## config.mk

```make
export PLATFORM = sky130hd
export DESIGN_NAME = nexys_starship_spawn_rng
export DESIGN_NICKNAME = d
export VERILOG_FILES = /design/src/rtl/nexys_starship_spawn_rng.sv
export SDC_FILE = /design/constraint.sdc
export NUM_CORES = 1
export LEC_CHECK = 0
export CORE_UTILIZATION = 55
export CTS_BUF_LIST = sky130_fd_sc_hd__clkbuf_16
export CTS_CLUSTER_DIAMETER = 40
export DETAILED_ROUTE_END_ITERATION = 10
export PLACE_DENSITY = 0.84
export SLEW_MARGIN = 10
export SYNTH_ARGS = -nofsm -noshare
export SYNTH_HDL_FRONTEND = slang
export SYNTH_SLANG_ARGS = --single-unit
```

## constraint.sdc

```tcl
create_clock -name Clk -period 2.3 [get_ports Clk]
set_input_delay 0.46 -clock Clk [delete_from_list [all_inputs] [get_ports Clk]]
set_output_delay 0.46 -clock Clk [all_outputs]
set_load 0.01 [all_outputs]
```

## src/rtl/nexys_starship_spawn_rng.sv

```systemverilog
// nexys_starship_spawn_rng
//   Randomness and timebase stage feeding the four monster-lane FSMs.
//   A clock divider produces the timer_clk square wave; a 16-bit Galois LFSR
//   supplies one nibble per lane, and each lane raises a spawn-enable level
//   for one timer_clk period when its nibble is below SPAWN_THRESH. A lane
//   that fires is then held low for COOLDOWN ticks. Spawns only happen in RUN.
//
//   Optional feature: define STARSHIP_RNG_SEED_MIX_EN to XOR the divider
//   count into the LFSR reload on IDLE->RUN, so press timing varies each game.
//   Undefined, every game reloads LFSR_SEED and replays the same sequence.
//
// Ports
//   Clk           in   system clock, posedge
//   Reset         in   asynchronous reset, active-high
//   play_flag     in   game start/continue request (level)
//   gameover_ctrl in   any-lane game over (level)
//   timer_clk     out  divided square wave, 50 % duty, registered
//   lane_random   out  [3:0] spawn levels {right,left,btm,top}
//   rng_running   out  high while in RUN
//   lfsr_q        out  [15:0] current LFSR state
module nexys_starship_spawn_rng #(
  parameter int unsigned CLK_DIV      = 50_000_000,
  parameter logic [15:0] LFSR_SEED    = 16'hACE1,
  parameter int unsigned SPAWN_THRESH = 4,
  parameter logic [3:0]  COOLDOWN     = 4'd2
) (
  input  logic        Clk,
  input  logic        Reset,
  input  logic        play_flag,
  input  logic        gameover_ctrl,
  output logic        timer_clk,
  output logic [3:0]  lane_random,
  output logic        rng_running,
  output logic [15:0] lfsr_q
);

  // Counter is at least 16 bits wide so the seed mix always has 16 bits to use.
  localparam int          DIV_W    = ($clog2(CLK_DIV) > 16) ? $clog2(CLK_DIV) : 16;
  localparam logic [DIV_W-1:0] DIV_LAST = DIV_W'(CLK_DIV - 1);
  // Nibbles top out at 15, so any threshold above that behaves as 15.
  localparam logic [4:0]  THR      = (SPAWN_THRESH > 15) ? 5'd15 : 5'(SPAWN_THRESH);
  localparam logic [15:0] SEED_NZ  = (LFSR_SEED == 16'h0000) ? 16'h0001 : LFSR_SEED;
  localparam logic [15:0] LFSR_MASK = 16'hB400;

  typedef enum logic [2:0] {
    S_IDLE = 3'b001,
    S_RUN  = 3'b010,
    S_HALT = 3'b100
  } state_e;

  state_e           state_q, state_d;
  logic [DIV_W-1:0] div_cnt_q, div_cnt_d;
  logic             timer_clk_q, timer_clk_d;
  logic [15:0]      lfsr_r_q, lfsr_r_d;
  logic [3:0]       lane_q, lane_d;
  logic [3:0][3:0]  cool_q, cool_d;
  logic             running_q, running_d;

  logic             wrap, tick, run_hold, load;
  logic [15:0]      lfsr_shift, lfsr_load;

  // ---------------- divider ----------------
  assign wrap        = (div_cnt_q == DIV_LAST);
  assign tick        = wrap & ~timer_clk_q;   // cycle whose edge drives timer_clk 0->1
  assign div_cnt_d   = wrap ? '0 : div_cnt_q + DIV_W'(1);
  assign timer_clk_d = wrap ? ~timer_clk_q : timer_clk_q;

  // ---------------- FSM ----------------
  always_comb begin
    state_d = S_IDLE;
    case (state_q)
      S_IDLE:  state_d = play_flag ? S_RUN : S_IDLE;
      S_RUN:   state_d = gameover_ctrl ? S_HALT : S_RUN;
      // No auto-restart: player must release play_flag before a new game.
      S_HALT:  state_d = play_flag ? S_HALT : S_IDLE;
      default: state_d = S_IDLE;
    endcase
  end

  assign load      = (state_q == S_IDLE) & play_flag;
  assign run_hold  = (state_q == S_RUN) & ~gameover_ctrl;
  assign running_d = (state_d == S_RUN);

  // ---------------- LFSR ----------------
  assign lfsr_shift = {1'b0, lfsr_r_q[15:1]} ^ (lfsr_r_q[0] ? LFSR_MASK : 16'h0000);

`ifdef STARSHIP_RNG_SEED_MIX_EN
  logic [15:0] seed_mix;
  assign seed_mix  = LFSR_SEED ^ div_cnt_q[15:0];
  assign lfsr_load = (seed_mix == 16'h0000) ? 16'h0001 : seed_mix;
`else
  assign lfsr_load = SEED_NZ;
`endif

  assign lfsr_r_d = load ? lfsr_load : lfsr_shift;

  // ---------------- lane spawn ----------------
  // Outside RUN (including the RUN->HALT edge) everything is cleared, so a
  // tick that coincides with game over produces no spawn.
  always_comb begin
    lane_d = lane_q;
    cool_d = cool_q;
    for (int i = 0; i < 4; i++) begin
      if (!run_hold) begin
        lane_d[i] = 1'b0;
        cool_d[i] = 4'd0;
      end else if (tick) begin
        if (cool_q[i] != 4'd0) begin
          lane_d[i] = 1'b0;
          cool_d[i] = cool_q[i] - 4'd1;
        end else if ({1'b0, lfsr_r_q[4*i +: 4]} < THR) begin
          lane_d[i] = 1'b1;
          cool_d[i] = COOLDOWN;
        end else begin
          lane_d[i] = 1'b0;
        end
      end
    end
  end

  // ---------------- registers ----------------
  always_ff @(posedge Clk or posedge Reset) begin
    if (Reset) begin
      state_q     <= S_IDLE;
      div_cnt_q   <= '0;
      timer_clk_q <= 1'b0;
      lfsr_r_q    <= SEED_NZ;
      lane_q      <= '0;
      cool_q      <= '0;
      running_q   <= 1'b0;
    end else begin
      state_q     <= state_d;
      div_cnt_q   <= div_cnt_d;
      timer_clk_q <= timer_clk_d;
      lfsr_r_q    <= lfsr_r_d;
      lane_q      <= lane_d;
      cool_q      <= cool_d;
      running_q   <= running_d;
    end
  end

  assign timer_clk   = timer_clk_q;
  assign lane_random = lane_q;
  assign rng_running = running_q;
  assign lfsr_q      = lfsr_r_q;

endmodule

```

==> summary.md, run 1 <==
| Metric | Value |
|---|---|
| Outcome | `completed` |
| Reg2Reg Depth | `6` |
| Peak fanout along the critical path | `10` |
| Crit path kind | `register to register` |
| Max_cap viols | `0` |
| Cells on Worst Hold Path | `1` |
| Cell area after synthesis | `3320 sq um` |
| Vias in the first global route | `2607` |
| Async SR Flop Fraction | `100%` |
| Main synth FF type | `dfrtp_1` |
| Final setup viols | `0` |
| Data arrival, critical path | `2.32 ns` |
| Hold_buf cts | `0` |
| Fin nets | `371` |
| Register area share after synthesis | `50.9%` |
| CP required | `2.53 ns` |
| Peak supply drop | `0.000935 V` |
| PortBufs | `25` |
| Hold Fails Final Rpt | `0` |
| Mapped Cells | `324` |
| Antenna violations before repair | `0` |
| GRT Total Usage | `25.3%` |
| Most frequent cells after synthesis | `58 x dfrtp_1, 25 x nor2_1, 22 x nand2_1` |
| Area Overhead vs Synth | `20.1%` |
| Syn_nets | `336` |
| F_max | `479 MHz` |
| DR pass1 iterations | `4` |
| Startpoint Class | `register` |
| Hpwl dp | `4810 um` |
| Via count | `2536` |
| Fraction of layout cells with a size suffix above 1 | `15.7%` |
| Post-synth EDFFs | `0` |
| Die H | `79.6 um` |
| Initial Util | `58.8%` |
| Worst rel slew slack | `65.5%` |
| CTS tree | `built` |
| Initial DRC Count | `197` |
| Final Skew | `0.00638 ns` |
| Hold path endpoint | `lfsr_q[11]$_DFF_PP1_` |
| Power Dens Cells | `909 nW/um^2` |
| Setup_tns | `0 ns` |
| Cell Count Post-Placement | `420` |
| Static Leak | `0.00171 uW` |
| # rows | `27` |
| Met2 wire length | `3430 um` |
| Grt ovf | `0` |
| ANT cells | `0` |
| Clk buf depth | `2` |
| Routed Antenna Nets | `0` |
| Core area | `5640 sq um` |
| Final cell count without fillers | `436` |
| Final period util | `90.8%` |
| Min Tclk post-route | `2.09 ns` |
| R2R setup slack | `0.21 ns` |
| R2r endpoint | `cool_q[0]$_DFFE_PP0P_` |
| Clock sinks | `67` |
| Yosys top cell by area | `dfrtp_1` |
| CP Capture Type | `register` |
| Startpoint of the worst hold path | `lfsr_q[12]$_DFF_PP0_` |
| Die area | `6340 sq um` |
| Routed met3 length | `300 um` |
| Clock slew at reported path FFs | `0.05 ns` |
| Most common cell in the netlist | `dfrtp_1` |
| First-pass GRT wire length | `12200 um` |
| Yosys top cell area share | `43.8%` |
| Final Slew Violations | `0` |
| Worst slew pin tran | `0.517 ns` |
| Yosys cell types | `44` |
| Top post-synthesis cells by area | `dfrtp_1 44%, dfstp_2 7.1%, xor2_1 3.2%` |
| Synth Area per Inst | `10.2 sq um` |
| WL final | `7000 um` |
| Clock insertion delay at the later pin of the skew report | `0.32 ns` |
| HP Class | `register to register` |
| Flops & latches, synth | `67` |
| Post-CTS Setup Inserts | `0` |
| WL met1 | `3220 um` |
| CTS resizes | `0` |
| RD Place Congestion | `0.812` |
| Max layer used | `met4` |
| RSZ-0062 raised after global routing | `no` |
| Clock H-tree levels | `3` |
| Drt drc | `0` |
| Critical R2R Launch | `div_cnt_q[0]$_DFF_PP0_` |
| Synth Warn # | `0` |
| Io pins | `26` |
| Largest net degree at the start of global routing | `27` |
| Die extent in x | `79.6 um` |
| Inserted Clock Buffers | `9` |
| Clock Root Buffer | `clkbuf_16` |
| Wire length per cell | `16.1 um` |
| Post-DR vias/cell | `5.82` |
## kinds of logic after synthesis
logic type                 Yosys count  share of synthesized area (%)
and+or+nand+nor                    145                           25.8
DFF                                 67                           50.9
adders and majority gates            8                           3.02
xor gates and xnor gates            21                           5.55
buffers and inverters               26                           3.02
muxes                               12                           3.70
AOI/OAI and AO/OA                   45                           7.96
## per-layer routing
layer  vias up  track usage [%]
met5         -                0
met4         0             9.09
met3         6             5.03
met2        60             40.2
met1      1245             34.4
li1       1225                -
## cells in the final DEF, fill, tap and decap left out, types with 3 or more instances in the layout
cell type,synthesis,final
and4_1,3,3
nand4_1,10,10
o21ai_0,10,10
o31ai_1,11,11
or4_1,9,9
dfrtp_1,58,58
buf_4,0,14
and3_1,3,3
clkbuf_16,0,9
nand3_1,14,14
mux2i_1,10,10
or3_1,5,5
a21oi_1,19,19
nor2_1,25,25
dfstp_2,9,9
inv_1,11,14
nor3_1,11,11
ha_1,8,8
nand2b_1,3,3
nand2_1,22,22
or2_2,9,9
xnor2_1,9,9
nor2b_1,9,9
xor2_1,12,12
clkdlybuf4s50_1,0,25
## critical path: stages (launching register included)
cell and delay (ns):
dfrtp_1 0.40, ha_1 0.24, and4_1 0.38, and4b_1 0.44, buf_4 0.20, nand4_1 0.11
a21oi_1 0.22
## worst max-delay path by stage
stage	depth (start not counted)	endpoint	from
after floorplan	1	cool_q[0]$_DFFE_PP0P_	Reset
after global placement	4	cool_q[10]$_DFFE_PP0P_	gameover_ctrl
after detailed placement	4	cool_q[10]$_DFFE_PP0P_	gameover_ctrl
after CTS	6	cool_q[0]$_DFFE_PP0P_	div_cnt_q[0]$_DFF_PP0_
after global routing	6	cool_q[0]$_DFFE_PP0P_	div_cnt_q[0]$_DFF_PP0_
final	6	cool_q[0]$_DFFE_PP0P_	div_cnt_q[0]$_DFF_PP0_
## final cells by class
| type | instances | area [sq um] |
|---|---|---|
| Clock buffer | 9 | 225 |
| Clock inverter | 7 | 53.8 |
| Fill cell | 381 | 1660 |
| Inverter | 11 | 41.3 |
| Multi-Input combinational cell | 231 | 1530 |
| Sequential cell | 67 | 1690 |
| Tap cell | 72 | 90.1 |
| Timing Repair Buffer | 39 | 355 |
## sequential cells by signal (all words and copies together) (netlist names)
register / count
cool_q: 16
lane_random: 4
timer_clk: 1
state_q: 3
lfsr_q: 16
rng_running: 1
div_cnt_q: 26
## stage by stage
step	power, uW	worst slack (ns)	instance area [sq um]	hold slack, ns	utilization (%)
detailed placement	2350	0.227	3700	0.460	65.6
global placement	2330	0.269	3700	0.446	65.6
finish	3620	0.213	3980	0.476	70.6
CTS	3640	0.206	3980	0.471	70.6
floorplan	1930	0.172	3320	0.449	-
global route	3770	0.0474	3980	0.488	70.6
## power by group
| group | leakage, uW | switching (uW) | internal [uW] | total (uW) |
|---|---|---|---|---|
| combinational | 0.000681 | 338 | 431 | 769 |
| clock | 0.000152 | 457 | 816 | 1270 |
| sequential | 0.000874 | 166 | 1410 | 1580 |
| total | 0.00171 | 961 | 2660 | 3620 |
Note: power is estimated with default switching activity, not from simulation.
==> inputs of run 2 (changes only) <==
Settings changed: CORE_MARGIN set to 3, SLEW_MARGIN 10 to not set.
==> run 2 against run 1 <==
Effect of this change:
- setup slack improved by 0.019 ns
- via count fell by 0.35%
- routed wire length grew 0.54%
- utilization shrank 0.42 points
- maximum frequency rose by 0.90%
- highest routed layer unchanged
- critical path type unchanged
- clock skew is 0.00057 ns lower
- largest power group unchanged
==> summary.md, run 2 (synthesis gave the netlist of run 1 again) <==
| Metric | Value |
|---|---|
| Gate power share | `20.8%` |
| F_max | `483 MHz` |
| # rows | `27` |
| Post-DR vias/cell | `5.84` |
| DR pass1 iterations | `5` |
| WL final | `7040 um` |
| HP Class | `register to register` |
| CTS tree | `built` |
| Commonest non-fill, non-tap cell in the layout | `dfrtp_1` |
| Min Tclk post-route | `2.07 ns` |
| Area Overhead vs Synth | `20.1%` |
| Clock insertion delay at the later pin of the skew report | `0.32 ns` |
| Hpwl dp | `4740 um` |
| Placed Area | `3690 sq um` |
| Die extent in x | `83.6 um` |
| Initial DRC Count | `167` |
| Sw power | `975 uW` |
| Antenna violations before repair | `0` |
| Final Skew | `0.00581 ns` |
| Die area | `7000 sq um` |
| Outcome | `completed` |
| Clock power share | `35.9%` |
| Wire length per cell | `16.3 um` |
| PortBufs | `25` |
| Setup_tns | `0 ns` |
| Worst rel slew slack | `62.7%` |
| Routed Antenna Nets | `0` |
| Initial Util | `58.4%` |
| Clock sinks | `67` |
| Fraction of layout cells with a size suffix above 1 | `15.8%` |
| Core area | `5680 sq um` |
| Most frequent cells in the layout | `58 x dfrtp_1, 25 x nor2_1, 25 x clkdlybuf4s50_1, 22 x nand2_1, 19 x a21oi_1` |
| Clock Root Buffer | `clkbuf_16` |
| CP required | `2.52 ns` |
| Clk buf depth | `2` |
| Data arrival, critical path | `2.29 ns` |
| Clock H-tree levels | `3` |
| Final setup viols | `0` |
| Max_cap viols | `0` |
| Hold Fails Final Rpt | `0` |
| Drt drc | `0` |
| Peak fanout along the critical path | `8` |
| Via count | `2527` |
| Final core occ | `70.1%` |
| FILL cells | `408` |
| Die H | `83.6 um` |
| Largest net degree at the start of global routing | `68` |
| First-pass GRT wire length | `12400 um` |
| Top reg by flops | `div_cnt_q` |
| Switching share of power | `26.9%` |
| RSZ-0062 raised after global routing | `no` |
| Static Leak | `0.00169 uW` |
| RD Place Congestion | `0.813` |
| Vias in the first global route | `2546` |
| ANT cells | `0` |
| Peak supply drop | `0.000920 V` |
| Clock slew at reported path FFs | `0.05 ns` |
| Inserted Clock Buffers | `9` |
| Grt ovf | `0` |
| Internal power | `2650 uW` |
| Final Slew Violations | `0` |
| Max reg flops | `26` |
| Worst slew pin tran | `0.554 ns` |
| Fin nets | `368` |
| CP Capture Type | `register` |
| Design Area, Final | `3980 sq um` |
| Power Dens Cells | `912 nW/um^2` |
| Reg power frac | `43.3%` |
| GRT Total Usage | `21.7%` |
| Crit path kind | `register to register` |
| Io pins | `26` |
| Final period util | `89.9%` |
| Worst hold slack | `0.460 ns` |
| Startpoint Class | `register` |
[run 2: changes by cell type in the layout (fill, tap and decap cells not counted), sizes merged]
| cell | change |
|---|---|
| inv | -4 |
| buf | -3 |
| clkinv | +3 |
| clkinvlp | +1 |
[run 2: critical path: stages (launching register included)]
cell and delay, ns:
dfrtp_1 0.38, ha_1 0.22, and4_1 0.39, and4b_1 0.42
and3_1 0.31, mux2i_1 0.27
[run 2: power by group through the flow]
| stage | sequential [uW] | combinational, uW | clock [uW] |
|---|---|---|---|
| floorplan | 1620 | 311 | 0 |
| global placement | 1580 | 737 | 0 |
| detailed placement | 1580 | 754 | 0 |
| CTS | 1570 | 762 | 1310 |
| global route | 1600 | 818 | 1370 |
| finish | 1570 | 755 | 1300 |
[run 2: stage by stage]
stage	setup WS [ns]	cells	power, uW
floorplan	0.172	324	1930
global placement	0.262	417	2320
detailed placement	0.179	417	2340
CTS	0.126	433	3640
global route	0.0823	433	3790
finish	0.231	433	3630
[run 2: per-layer routing]
layer / share of wire [%] / routed length, um / vias up / track usage, %
li1: - / - / 1223 / -
met1: 47 / 3280 / 1238 / 29.8
met2: 48 / 3400 / 53 / 34.9
met3: 3.4 / 240 / 13 / 3.46
met4: 1.7 / 120 / 0 / 8.19
met5: 0 / 0 / - / 0
[run 2: final timing paths]
check | startpoint | end | slack (ns) | cells past startpoint
max in group asynchronous | Reset | lfsr_q[13]$_DFF_PP1_ | 1.43 | 3
min in group asynchronous | Reset | div_cnt_q[0]$_DFF_PP0_ | 0.53 | 3
hold reg to reg | lfsr_q[1]$_DFF_PP0_ | lfsr_q[0]$_DFF_PP1_ | 0.46 | 1
hold / removal | lfsr_q[1]$_DFF_PP0_ | lfsr_q[0]$_DFF_PP1_ | 0.46 | 1
setup / recovery | div_cnt_q[0]$_DFF_PP0_ | cool_q[10]$_DFFE_PP0P_ | 0.23 | 5
setup reg to reg | div_cnt_q[0]$_DFF_PP0_ | cool_q[10]$_DFFE_PP0P_ | 0.23 | 5
[run 2: area by class of cell]
class / instances / area, sq um / share of cell area (%)
clock inverter: 7 / 58.8 / 1.48
inverter: 11 / 41.3 / 1.04
clock buffer: 9 / 225 / 5.66
multi-input combinational: 231 / 1530 / 38.5
tap: 72 / 90.1 / 2.26
sequential: 67 / 1690 / 42.4
timing repair buffer: 36 / 345 / 8.67
[run 2: timing repair]
item                                    in CTS  in global routing
setup buffers                                0                  0
endpoints found under the setup margin       0                  2
resized for setup                            0                  1
hold buffers                                 0                  0
